$ cat config.mk
export PLATFORM = sky130hd
export DESIGN_NAME = ucmd_dispatch
export DESIGN_NICKNAME = d
export VERILOG_FILES = /design/src/rtl/ucmd_pkg.sv /design/src/rtl/ucmd_fifo.sv /design/src/rtl/ucmd_dispatch.sv
export SDC_FILE = /design/constraint.sdc
export NUM_CORES = 1
export LEC_CHECK = 0
export ABC_CLOCK_PERIOD_IN_PS = 3550
export CAP_MARGIN = 20
export CORE_UTILIZATION = 51
export CTS_CLUSTER_DIAMETER = 50
export DETAILED_ROUTE_END_ITERATION = 8
export PLACE_DENSITY = 0.86
export SYNTH_ARGS = -nofsm -noshare
export SYNTH_HDL_FRONTEND = slang
export SYNTH_SLANG_ARGS = --single-unit
$ cat constraint.sdc
create_clock -name clk -period 3.55 [get_ports clk]
set_input_delay 0.71 -clock clk [delete_from_list [all_inputs] [get_ports clk]]
set_output_delay 0.71 -clock clk [all_outputs]
set_load 0.05 [all_outputs]
$ cat src/rtl/ucmd_pkg.sv
// Shared types and tables for the micro-sequencer command front-end:
// opcodes, parameter sets, entry addresses, loop bounds and FSM states.
package ucmd_pkg;

    localparam int LOOP_W = 11;

    typedef enum logic [2:0] {
        OP_KEYGEN   = 3'd0,
        OP_ENCAPS   = 3'd1,
        OP_DECAPS   = 3'd2,
        OP_SELFTEST = 3'd3
    } op_e;

    typedef enum logic [1:0] {
        PSET_640  = 2'd0,
        PSET_976  = 2'd1,
        PSET_1344 = 2'd2
    } pset_e;

    typedef enum logic [1:0] {
        ST_IDLE   = 2'd0,
        ST_LAUNCH = 2'd1,
        ST_BUSY   = 2'd2,
        ST_RESP   = 2'd3
    } state_e;

    // Entry 8'h00 is the sequencer idle address and is never handed out.
    localparam logic [7:0] UPC_KEYGEN   = 8'h01;
    localparam logic [7:0] UPC_ENCAPS   = 8'h40;
    localparam logic [7:0] UPC_DECAPS   = 8'h90;
    localparam logic [7:0] UPC_SELFTEST = 8'hF0;

    typedef struct packed {
        logic [LOOP_W-1:0] l4;
        logic [LOOP_W-1:0] l3;
        logic [LOOP_W-1:0] l2;
        logic [LOOP_W-1:0] l1;
        logic [LOOP_W-1:0] l0;
    } loops_t;

    function automatic logic cmd_legal(input logic [2:0] op, input logic [1:0] pset);
        return (op <= OP_SELFTEST) && (pset <= PSET_1344);
    endfunction

    function automatic logic [7:0] entry_addr(input logic [2:0] op);
        case (op)
            OP_KEYGEN:   return UPC_KEYGEN;
            OP_ENCAPS:   return UPC_ENCAPS;
            OP_DECAPS:   return UPC_DECAPS;
            OP_SELFTEST: return UPC_SELFTEST;
            default:     return 8'h00;
        endcase
    endfunction

    // n/8, 8, n/16, n/4, n for n = 640 / 976 / 1344
    function automatic loops_t loop_bounds(input logic [1:0] pset);
        loops_t lb;
        lb = '0;
        case (pset)
            PSET_640:  lb = '{l4: 11'd640,  l3: 11'd160, l2: 11'd40, l1: 11'd8, l0: 11'd80};
            PSET_976:  lb = '{l4: 11'd976,  l3: 11'd244, l2: 11'd61, l1: 11'd8, l0: 11'd122};
            PSET_1344: lb = '{l4: 11'd1344, l3: 11'd336, l2: 11'd84, l1: 11'd8, l0: 11'd168};
            default:   lb = '0;
        endcase
        return lb;
    endfunction

endpackage

$ cat src/rtl/ucmd_fifo.sv
// Small synchronous command FIFO with full/empty flags.
// Push while full and pop while empty are dropped internally.
module ucmd_fifo
    import ucmd_pkg::*;
#(
    parameter int DEPTH = 2,
    parameter int W     = 9
) (
    input  logic         clk,
    input  logic         rstn,
    input  logic         push,
    input  logic [W-1:0] wdata,
    input  logic         pop,
    output logic [W-1:0] rdata,
    output logic         full,
    output logic         empty
);

    localparam int AW = $clog2(DEPTH);

    logic [W-1:0]  mem_q [DEPTH];
    logic [AW-1:0] wptr_q, rptr_q;
    logic [AW:0]   cnt_q;
    logic          push_ok, pop_ok;

    assign full    = (cnt_q == (AW+1)'(DEPTH));
    assign empty   = (cnt_q == '0);
    assign push_ok = push && !full;
    assign pop_ok  = pop && !empty;
    assign rdata   = mem_q[rptr_q];

    always_ff @(posedge clk or negedge rstn) begin
        if (!rstn) begin
            wptr_q <= '0;
            rptr_q <= '0;
            cnt_q  <= '0;
        end else begin
            if (push_ok) wptr_q <= wptr_q + 1'b1;
            if (pop_ok)  rptr_q <= rptr_q + 1'b1;
            case ({push_ok, pop_ok})
                2'b10:   cnt_q <= cnt_q + 1'b1;
                2'b01:   cnt_q <= cnt_q - 1'b1;
                default: ;
            endcase
        end
    end

    always_ff @(posedge clk) begin
        if (push_ok) mem_q[wptr_q] <= wdata;
    end

endmodule

$ cat src/rtl/ucmd_dispatch.sv
// Command front-end: queues Frodo requests, launches the sequencer with entry
// address and loop bounds, waits for done and returns a tagged, timed response.
module ucmd_dispatch
    import ucmd_pkg::*;
#(
    parameter int UINST_ADDR_WIDTH = 8,
    parameter int TAG_W            = 4,
    parameter int CYC_W            = 24,
    parameter int CMD_DEPTH        = 2
) (
    input  logic                        clk,
    input  logic                        rstn,
    input  logic                        cmd_valid,
    output logic                        cmd_ready,
    input  logic [2:0]                  cmd_op,
    input  logic [1:0]                  cmd_pset,
    input  logic [TAG_W-1:0]            cmd_tag,
    output logic                        start_pos,
    output logic [UINST_ADDR_WIDTH-1:0] upc_start,
    output logic [LOOP_W-1:0]           loop_0,
    output logic [LOOP_W-1:0]           loop_1,
    output logic [LOOP_W-1:0]           loop_2,
    output logic [LOOP_W-1:0]           loop_3,
    output logic [LOOP_W-1:0]           loop_4,
    input  logic                        done,
    output logic                        busy,
    output logic                        rsp_valid,
    input  logic                        rsp_ready,
    output logic [TAG_W-1:0]            rsp_tag,
    output logic                        rsp_err,
    output logic [CYC_W-1:0]            rsp_cycles
);

    localparam int FW = TAG_W + 5;

    logic [FW-1:0]    head;
    logic             full, empty, pop;
    logic [2:0]       head_op;
    logic [1:0]       head_pset;
    logic [TAG_W-1:0] head_tag;

    ucmd_fifo #(.DEPTH(CMD_DEPTH), .W(FW)) u_fifo (
        .clk   (clk),
        .rstn  (rstn),
        .push  (cmd_valid),
        .wdata ({cmd_op, cmd_pset, cmd_tag}),
        .pop   (pop),
        .rdata (head),
        .full  (full),
        .empty (empty)
    );

    assign head_op   = head[FW-1 -: 3];
    assign head_pset = head[TAG_W+1 -: 2];
    assign head_tag  = head[TAG_W-1:0];

    state_e                      state_q, state_d;
    logic [CYC_W-1:0]            cnt_q, cnt_d;
    logic [CYC_W-1:0]            cnt_inc;
    logic [UINST_ADDR_WIDTH-1:0] upc_q, upc_d;
    loops_t                      loops_q, loops_d;
    logic [TAG_W-1:0]            tag_q, tag_d;
    logic [TAG_W-1:0]            rsp_tag_q, rsp_tag_d;
    logic                        rsp_err_q, rsp_err_d;
    logic [CYC_W-1:0]            rsp_cyc_q, rsp_cyc_d;

    assign cnt_inc = (&cnt_q) ? cnt_q : cnt_q + 1'b1;

    always_ff @(posedge clk or negedge rstn) begin
        if (!rstn) begin
            state_q   <= ST_IDLE;
            cnt_q     <= '0;
            upc_q     <= '0;
            loops_q   <= '0;
            tag_q     <= '0;
            rsp_tag_q <= '0;
            rsp_err_q <= 1'b0;
            rsp_cyc_q <= '0;
        end else begin
            state_q   <= state_d;
            cnt_q     <= cnt_d;
            upc_q     <= upc_d;
            loops_q   <= loops_d;
            tag_q     <= tag_d;
            rsp_tag_q <= rsp_tag_d;
            rsp_err_q <= rsp_err_d;
            rsp_cyc_q <= rsp_cyc_d;
        end
    end

    always_comb begin
        state_d   = state_q;
        cnt_d     = cnt_q;
        upc_d     = upc_q;
        loops_d   = loops_q;
        tag_d     = tag_q;
        rsp_tag_d = rsp_tag_q;
        rsp_err_d = rsp_err_q;
        rsp_cyc_d = rsp_cyc_q;
        pop       = 1'b0;
        case (state_q)
            ST_IDLE: begin
                if (!empty) begin
                    pop = 1'b1;
                    if (cmd_legal(head_op, head_pset)) begin
                        upc_d   = UINST_ADDR_WIDTH'(entry_addr(head_op));
                        loops_d = loop_bounds(head_pset);
                        tag_d   = head_tag;
                        state_d = ST_LAUNCH;
                    end else begin
                        rsp_err_d = 1'b1;
                        rsp_cyc_d = '0;
                        rsp_tag_d = head_tag;
                        state_d   = ST_RESP;
                    end
                end
            end
            // done is ignored here: the sequencer gives start_pos priority.
            ST_LAUNCH: begin
                cnt_d   = CYC_W'(1);
                state_d = ST_BUSY;
            end
            ST_BUSY: begin
                cnt_d = cnt_inc;
                if (done) begin
                    rsp_cyc_d = cnt_inc;
                    rsp_err_d = 1'b0;
                    rsp_tag_d = tag_q;
                    state_d   = ST_RESP;
                end
            end
            ST_RESP: begin
                if (rsp_ready) state_d = ST_IDLE;
            end
            default: state_d = ST_IDLE;
        endcase
    end

    assign cmd_ready  = !full;
    assign start_pos  = (state_q == ST_LAUNCH);
    assign busy       = (state_q != ST_IDLE);
    assign rsp_valid  = (state_q == ST_RESP);
    assign upc_start  = upc_q;
    assign loop_0     = loops_q.l0;
    assign loop_1     = loops_q.l1;
    assign loop_2     = loops_q.l2;
    assign loop_3     = loops_q.l3;
    assign loop_4     = loops_q.l4;
    assign rsp_tag    = rsp_tag_q;
    assign rsp_err    = rsp_err_q;
    assign rsp_cycles = rsp_cyc_q;

endmodule

After elaboration in Yosys (flattened, before gate mapping)

Memory sizes are Yosys's and may differ from the RTL's.
Cells that the tools add are included.

Register bits after elaboration: 126
Bits in writable memories: 18
Output and inout port bits: 96
Logic and storage cells: 82
Memories: 1

Memories:

| name         | words | bits a word | rd ports | clocked after memory_dff | write ports | RTL line        | source |
|---|---|---|---|---|---|---|---|
| u_fifo.mem_q | 2     | 9           | 1        | 0                        | 1           | ucmd_fifo.sv:21 | `logic [W-1:0] mem_q [DEPTH];` |

Add/subtract/negate cells: 5
$lt $le $gt $ge: 2
Eq/ne operators: 15
Muxes and demuxes: 26
Bitwise gates (word level): 1
Reductions and logical operators: 17

Operator list:

| kind                                                | count |
|---|---|
| one-hot mux 55 bit (3 select lines)                 | 1 |
| two-way mux 24 bit                                  | 4 |
| one-hot mux 24 bit (2 select lines)                 | 2 |
| one-hot mux 8 bit (4 select lines)                  | 1 |
| adder 24 x 1 -> 24 bit, second input constant       | 1 |
| AND reduction 24 bit                                | 1 |
| two-way mux 4 bit                                   | 3 |
| equality test 2 bit, second input constant          | 5 |
| two-way mux 2 bit                                   | 4 |
| one-hot mux 2 bit (4 select lines)                  | 1 |
| one-hot mux 4 bit (2 select lines)                  | 1 |
| nonzero test 2 bit                                  | 4 |
| two-way mux 1 bit                                   | 7 |
| equality test 2 x 1 -> 1 bit, second input constant | 3 |
| equality test 3 x 2 -> 1 bit, second input constant | 2 |
| zero test 2 bit                                     | 3 |
| != test 2 bit, second input constant                | 3 |
| AND reduction 3 bit                                 | 2 |
| one-hot mux 2 bit (2 select lines)                  | 1 |
| AND reduction 4 bit                                 | 1 |
| equality test 3 x 1 -> 1 bit, second input constant | 1 |
| <= comparator 3 x 2 -> 1 bit, second input constant | 1 |
| logical AND 1 bit                                   | 3 |
| zero test 3 bit                                     | 1 |
| other kinds (8)                                     | 10 |

Longest topological paths before layout

Gate-level depths: netlist (run 1).

Depth in word-level cells: 6
Mapped depth: 11
Depth with buffers taken out: 8

Modules after synthesis

A second synthesis (run 1) with hierarchy kept.

Cell total of the unflattened synthesis: 516
Area, all modules: 4959.8 µm²

By module, submodules not included:

| module        | times used | cells each | area each (µm²) |
|---|---|---|---|
| ucmd_dispatch | 1          | 470        | 4113.9 |
| ucmd_fifo     | 1          | 46         | 845.8 |

Least setup slack after synthesis (run 1)

OpenSTA, ideal clock, no wires.

Kind: flip-flop to flip-flop
Start point: register u_fifo.rptr_q
End point: register rsp_cyc_q[17] (netlist: rsp_cycles[17])
Arrival time: 2386 ps
Data required time: 3424 ps
Slack: 1038 ps
Stages on the path, launching flop included: 11
Clock period less this slack: 2512 ps
Path through: dfrtp_1 > buf_2 > buf_1 > mux2i_1 > inv_1 > ha_1 > o21ai_1 > a211o_1 > clkbuf_1 > nor3_1 > a221o_1

Word-level cells in the longest chain between the ends: 5
Elaborated cells between the ends (all ways): 6

RTL lines:

| item                                                                       | RTL line            | source |
|---|---|---|
| start, declared                                                            | ucmd_fifo.sv:22     | `logic [AW-1:0] wptr_q, rptr_q;` |
| start signal, assigned                                                     | ucmd_fifo.sv:39     | `if (pop_ok) rptr_q <= rptr_q + 1'b1;` |
| memory read (2 x 9 bit) *                                                  | --                  |  |
| <= comparator 3 x 2 -> 1 bit / <= comparator 2 bit (equally long branches) | ucmd_pkg.sv:42      | `return (op <= OP_SELFTEST) && (pset <= PSET_1344);` |
| logical AND 1 bit *                                                        | ucmd_pkg.sv:42      |  |
| != test 2 bit (no line) *                                                  | --                  |  |
| AND reduction 4 bit (no line) *                                            | --                  |  |
| end signal, assigned                                                       | ucmd_dispatch.sv:87 | `rsp_cyc_q <= rsp_cyc_d;` |
| end, declared                                                              | ucmd_dispatch.sv:65 | `logic [CYC_W-1:0] rsp_cyc_q, rsp_cyc_d;` |

Mark *: on every way between the ends. The rest lies on a longest branch, timed or not.
A chain may end at the register's enable or synchronous reset.

Worst setup path after layout (run 1)

Start point: register u_fifo.rptr_q
End point: register rsp_cyc_q[19] (netlist: rsp_cycles[19])

Same word-level chain as after synthesis.

==> flow_summary.toml, run 1 <==
[logic_synthesis]
ys_ff_latch = 90
synth_top_area_share_pct = 36.5
syn_inst = 494
synth_area_leaders = "dfrtp_1 36%, edfxtp_1 11%, buf_4 8.7%, nand2_1 5.2%, ha_1 2.8%"
yosysMostFrequentCell = "dfrtp_1"
yosysWarnings = 0
async_reset_ff_share_pct = 80.0
syn_area_per_cell_um2 = 10.0
synth_area_leader_cell = "dfrtp_1"
seq_area_frac_synth_pct = 47.4
synth.distinct_cells = 58
ys_top_cells_by_count = "72 x dfrtp_1, 68 x nand2_1, 57 x buf_4, 27 x nor2_1, 23 x o21ai_0"
synthFlopType = "dfrtp_1"
syn_area_um2 = 4940
synth_edf_count = 18

[worst_setup_path]
worstSetupEndpointType = "flip-flop"
critPathMaxStageDelay_ns = 0.77
worstPathArrival_ns = 3.16
crit_buf_inv = 1
crit_required_ns = 3.84
critPathKind = "flip-flop to flip-flop"
start_kind = "flip-flop"
crit_chain = "mux2i_1 > inv_1 > ha_1 > o21ai_1 > a211o_1 > or4_1 > o211ai_1"
crit_slowest_cell = "dfrtp_1"
cp_max_fo = 23
cp_top_family = "compound AO/OA/AOI/OAI gates"

[finish]
nFillCells = 745
num_antenna_cells = 0
postLayoutCoreUtil_pct = 60.9
flow.area_growth_from_synthesis_pct = 14.9
final_cell_area_um2 = 5680
drive_above_1_share_pct = 7.56
layout.cells.non_filler = 671
nets = 562

[sta]
post-route-min-period_ns = 2.88
fin_hold_ws_ns = 0.389
rsz0062_at_grt = "no"
skew_ns = 0.0159
hold_viol = 0
relSlewSlack_pct = 32.0
final.period_utilization_pct = 81.0
setup_ws_ns = 0.673
tightest_slew_ns = 1.02
fin_tns_setup_ns = 0
setup_violations = 0
drv_slew = 0
max_freq_ghz = 0.348

[placement]
hpwl_mm = 7.09
gp_congestion = 0.870
place_ws_ns = 0.727
placed_cell_area_um2 = 5480
place_inst = 655
port_buffers = 76

[floorplan]
dieArea_um2 = 10100
coreArea_um2 = 9330
ios = 110
std_cell_rows = 35
die_x_um = 100
start_util_pct = 53.0
die_y_um = 100

[power]
p_total_mw = 4.55
p_per_area_nw_per_um2 = 801
cellLeakagePower_nw = 2.33
vdd_ir_drop_max_mv = 0.467

[clock_tree]
clk_pin_slew_worst_paths_ns = 0.10
hold_buffers = 0
clk_latency_ns = 0.37
numClockSinks = 90
cts_max_level = 3
tritoncts = "built"
root_buffer = "clkbuf_8"
cts_setup_buffers = 0
cts_buffers = 9
clockBufferDepth = 2
cts_resized = 0

[global_routing]
grt_overflow = 0
grt_pass1_wl_mm = 16.5
grt_max_degree = 36
grt_pass1_vias = 3375
track_usage_pct = 21.0
antenna_found_initial = 0

[routing]
ant_nets = 0
via_count = 3636
first_pass_iters = 5
drc = 0
via_per_inst = 5.42
wire_per_inst_um = 15.1
routed_wirelength_mm = 10.2
drtIter0Drc = 371

[status]
outcome = "finished clean"

[flow_run]
max_cap_viol_count = 0

[min_path]
hp-class = "primary input to asynchronous set/reset pin"
## metal layers
| metal | up-vias | GRT usage (%) | part of all wire, % |
|---|---|---|---|
| met4 | 0 | 8.70 | 2.1 |
| li1 | 1739 | - | - |
| met1 | 1739 | 29.7 | 46 |
| met3 | 17 | 4.04 | 5.3 |
| met5 | - | 0 | 0 |
| met2 | 141 | 31.7 | 47 |
## report_power, final
part	internal (mW)	switching, mW	leakage [nW]	total [mW]
sequential	1.27	0.195	1.12	1.47
clock	0.275	0.409	0.0995	0.684
combinational	0.689	1.71	1.11	2.39
## layout make-up
class / instances / area [um2] / share of cell area [%]
Clock buffer: 9 / 124 / 2.18
Clock inverter: 7 / 71.3 / 1.26
Inverter: 18 / 67.6 / 1.19
Multi-Input combinational cell: 336 / 2110 / 37.2
Sequential cell: 90 / 2340 / 41.3
Tap cell: 129 / 161 / 2.84
Timing Repair Buffer: 82 / 801 / 14.1
## path summary, 6_finish.rpt
check | end | startpoint | slack (ns) | cells past startpoint
max | rsp_cycles[19] | u_fifo.rptr_q | 0.67 | 7
min | cnt_q[0] | rstn | 0.39 | 1
max reg2reg | rsp_cycles[19] | u_fifo.rptr_q | 0.67 | 7
min in group clk | rsp_cycles[1] | rsp_cycles[1] | 0.49 | 2
max in group asynchronous | rsp_cycles[21] | rstn | 2.36 | 2
min reg2reg | rsp_cycles[1] | rsp_cycles[1] | 0.49 | 2
## layout by cell type (no fill, tap or decap), types with 6 or more instances in the layout
| cell | instances |
|---|---|
| a21oi_1 | 19 |
| buf_4 | 6 |
| clkbuf_8 | 9 |
| clkdlybuf4s50_1 | 75 |
| conb_1 | 33 |
| dfrtp_1 | 72 |
| edfxtp_1 | 18 |
| ha_1 | 11 |
| inv_1 | 16 |
| mux2i_1 | 11 |
| nand2_1 | 68 |
| nand3_1 | 15 |
| nand4_1 | 10 |
| nor2_1 | 27 |
| nor3_1 | 7 |
| o21ai_0 | 23 |
| o21ai_1 | 8 |
| o221ai_1 | 10 |
| o311ai_0 | 6 |
| xnor2_1 | 13 |
| xor2_1 | 11 |
## flip-flops by register name, summed over array words and instances, names as in the netlist
signal,flops
cnt_q,24
rsp_cycles,24
u_fifo.mem_q,18
loop_4,4
rsp_tag,4
tag_q,4
upc_start,4
state_q,2
u_fifo.cnt_q,2
loop_1,1
rsp_err,1
u_fifo.rptr_q,1
u_fifo.wptr_q,1
## kinds of logic after synthesis
kind of cell / Yosys count / synth area share (%)
buffers and inverters: 100 / 12.3
xor gates and xnor gates: 24 / 4.25
other: 1 / 0.0759
and+or+nand+nor: 155 / 15.8
DFF: 90 / 47.4
muxes: 12 / 2.46
AOI/OAI and AO/OA: 101 / 14.9
adders and majority gates: 11 / 2.79
Note: power is estimated with default switching activity, not from simulation.
==> run 2: changes to the inputs <==
--- a/config.mk
+++ b/config.mk
@@ -5,12 +5,12 @@
 export SDC_FILE = /design/constraint.sdc
 export NUM_CORES = 1
 export LEC_CHECK = 0
-export ABC_CLOCK_PERIOD_IN_PS = 3550
+export ABC_CLOCK_PERIOD_IN_PS = 2500
 export CAP_MARGIN = 20
-export CORE_UTILIZATION = 51
+export CORE_UTILIZATION = 46
 export CTS_CLUSTER_DIAMETER = 50
 export DETAILED_ROUTE_END_ITERATION = 8
-export PLACE_DENSITY = 0.86
+export PLACE_DENSITY = 0.82
 export SYNTH_ARGS = -nofsm -noshare
 export SYNTH_HDL_FRONTEND = slang
 export SYNTH_SLANG_ARGS = --single-unit
==> constraint.sdc (replaced) <==
create_clock -name clk -period 2.5 [get_ports clk]
set_input_delay 0.5 -clock clk [delete_from_list [all_inputs] [get_ports clk]]
set_output_delay 0.5 -clock clk [all_outputs]
set_load 0.05 [all_outputs]
==> flow_summary.toml, run 2 (synthesized netlist as in run 1, its figures left out) <==
[status]
outcome = "finished clean"

[finish]
flow.area_growth_from_synthesis_pct = 17.2
postLayoutCoreUtil_pct = 55.8
final-seq-area_um2 = 2340
num_antenna_cells = 0
nets = 575
layout_commonest_cell = "clkdlybuf4s50_1"
final_cell_area_um2 = 5790
nFillCells = 891
final_cell_mix = "74 x clkdlybuf4s50_1, 71 x dfrtp_1, 68 x nand2_1"
multi_input_area_um2 = 2110
drive_above_1_share_pct = 10.1

[worst_setup_path]
start_kind = "flip-flop"
setup.worst_path.start = "state_q[1]"
worstSetupEndpointType = "output port"
timing.rr.start = "u_fifo.rptr_q"
crit_chain = "inv_1 > ha_1 > clkdlybuf4s50_1"
critPathMaxStageDelay_ns = 0.81
crit_buf_inv = 2
crit_required_ns = 2.00
cp_top_family = "buffers and inverters"
cp_max_fo = 4
crit_slowest_cell = "clkdlybuf4s50_1"
critPathKind = "flip-flop to output port"
worstPathArrival_ns = 1.88

[sta]
skew_ns = 0.00670
max_freq_ghz = 0.420
setup_violations = 0
post-route-min-period_ns = 2.38
hold_viol = 0
tightest_slew_ns = 0.560
relSlewSlack_pct = 62.3
fin_tns_setup_ns = 0
fin_hold_ws_ns = 0.134
final.period_utilization_pct = 95.2
rsz0062_at_grt = "no"
drv_slew = 0

[power]
cellLeakagePower_nw = 2.39
p_per_area_nw_per_um2 = 1140
vdd_ir_drop_max_mv = 0.766

[floorplan]
std_cell_rows = 37
die_x_um = 106
dieArea_um2 = 11200
start_util_pct = 47.6
ios = 110
coreArea_um2 = 10400
die_y_um = 106

[routing]
via_per_inst = 5.36
drtIter0Drc = 265
first_pass_iters = 4
wire_per_inst_um = 15.6
ant_nets = 0
via_count = 3705
routed_wirelength_mm = 10.8
drc = 0

[global_routing]
use_met2_pct = 33.3
grt_max_degree = 73
grt_pass1_vias = 3695
grt_busiest_layer = "met2"
grt_use_met3_pct = 3.34
use_met1_pct = 26.6
grt_overflow = 0
grt_pass1_wl_mm = 18.1
track_usage_pct = 20.5
antenna_found_initial = 0

[min_path]
hp-class = "primary input to asynchronous set/reset pin"

[placement]
hpwl_mm = 7.74
port_buffers = 76
gp_congestion = 0.897
placed_cell_area_um2 = 5610

[clock_tree]
clk_pin_slew_worst_paths_ns = 0.09
cts_resized = 0
clk_latency_ns = 0.38
root_buffer = "clkbuf_8"
clockBufferDepth = 2
numClockSinks = 90
cts_setup_buffers = 0
hold_buffers = 0
cts_max_level = 3
cts_buffers = 9
tritoncts = "built"

[flow_run]
max_cap_viol_count = 0
[run 2: cell type report]
class	count	share of cell area [%]
tap	136	2.94
inverter	18	1.17
multi-input combinational	336	36.5
clock buffer	9	2.14
clock inverter	7	0.908
timing repair buffer	95	15.9
sequential	90	40.5
[run 2: where the power goes]
part           internal [mW]  switching (mW)
logic                   1.11            2.50
clock network          0.368           0.555
registers               1.81           0.241
[run 2: through the flow]
step | setup WS, ns | power (mW) | instances
3_3_place_gp | 0.289 | 5.56 | 675
2_1_floorplan | 0.181 | 4.71 | 526
6_report | 0.120 | 6.59 | 691
3_5_place_dp | 0.174 | 5.68 | 675
5_1_grt | 0.0156 | 6.93 | 691
4_1_cts | 0.0991 | 6.61 | 691
[run 2: per-layer routing]
| metal | wire (um) | share of wire (%) |
|---|---|---|
| met4 | 253 | 2.3 |
| met3 | 531 | 4.9 |
| met1 | 4630 | 43 |
| met5 | 0 | 0 |
| met2 | 5400 | 50 |
[run 2: path summary, 6_finish.rpt]
check                                  to  slack [ns]  cells after the start
setup reg to reg           rsp_cycles[17]        0.24                      8
setup / recovery                start_pos        0.12                      3
hold / removal             rsp_cycles[11]        0.13                      2
max in group asynchronous   u_fifo.rptr_q        2.05                      2
min in group clk           rsp_cycles[20]        0.48                      2
hold reg to reg            rsp_cycles[20]        0.48                      2
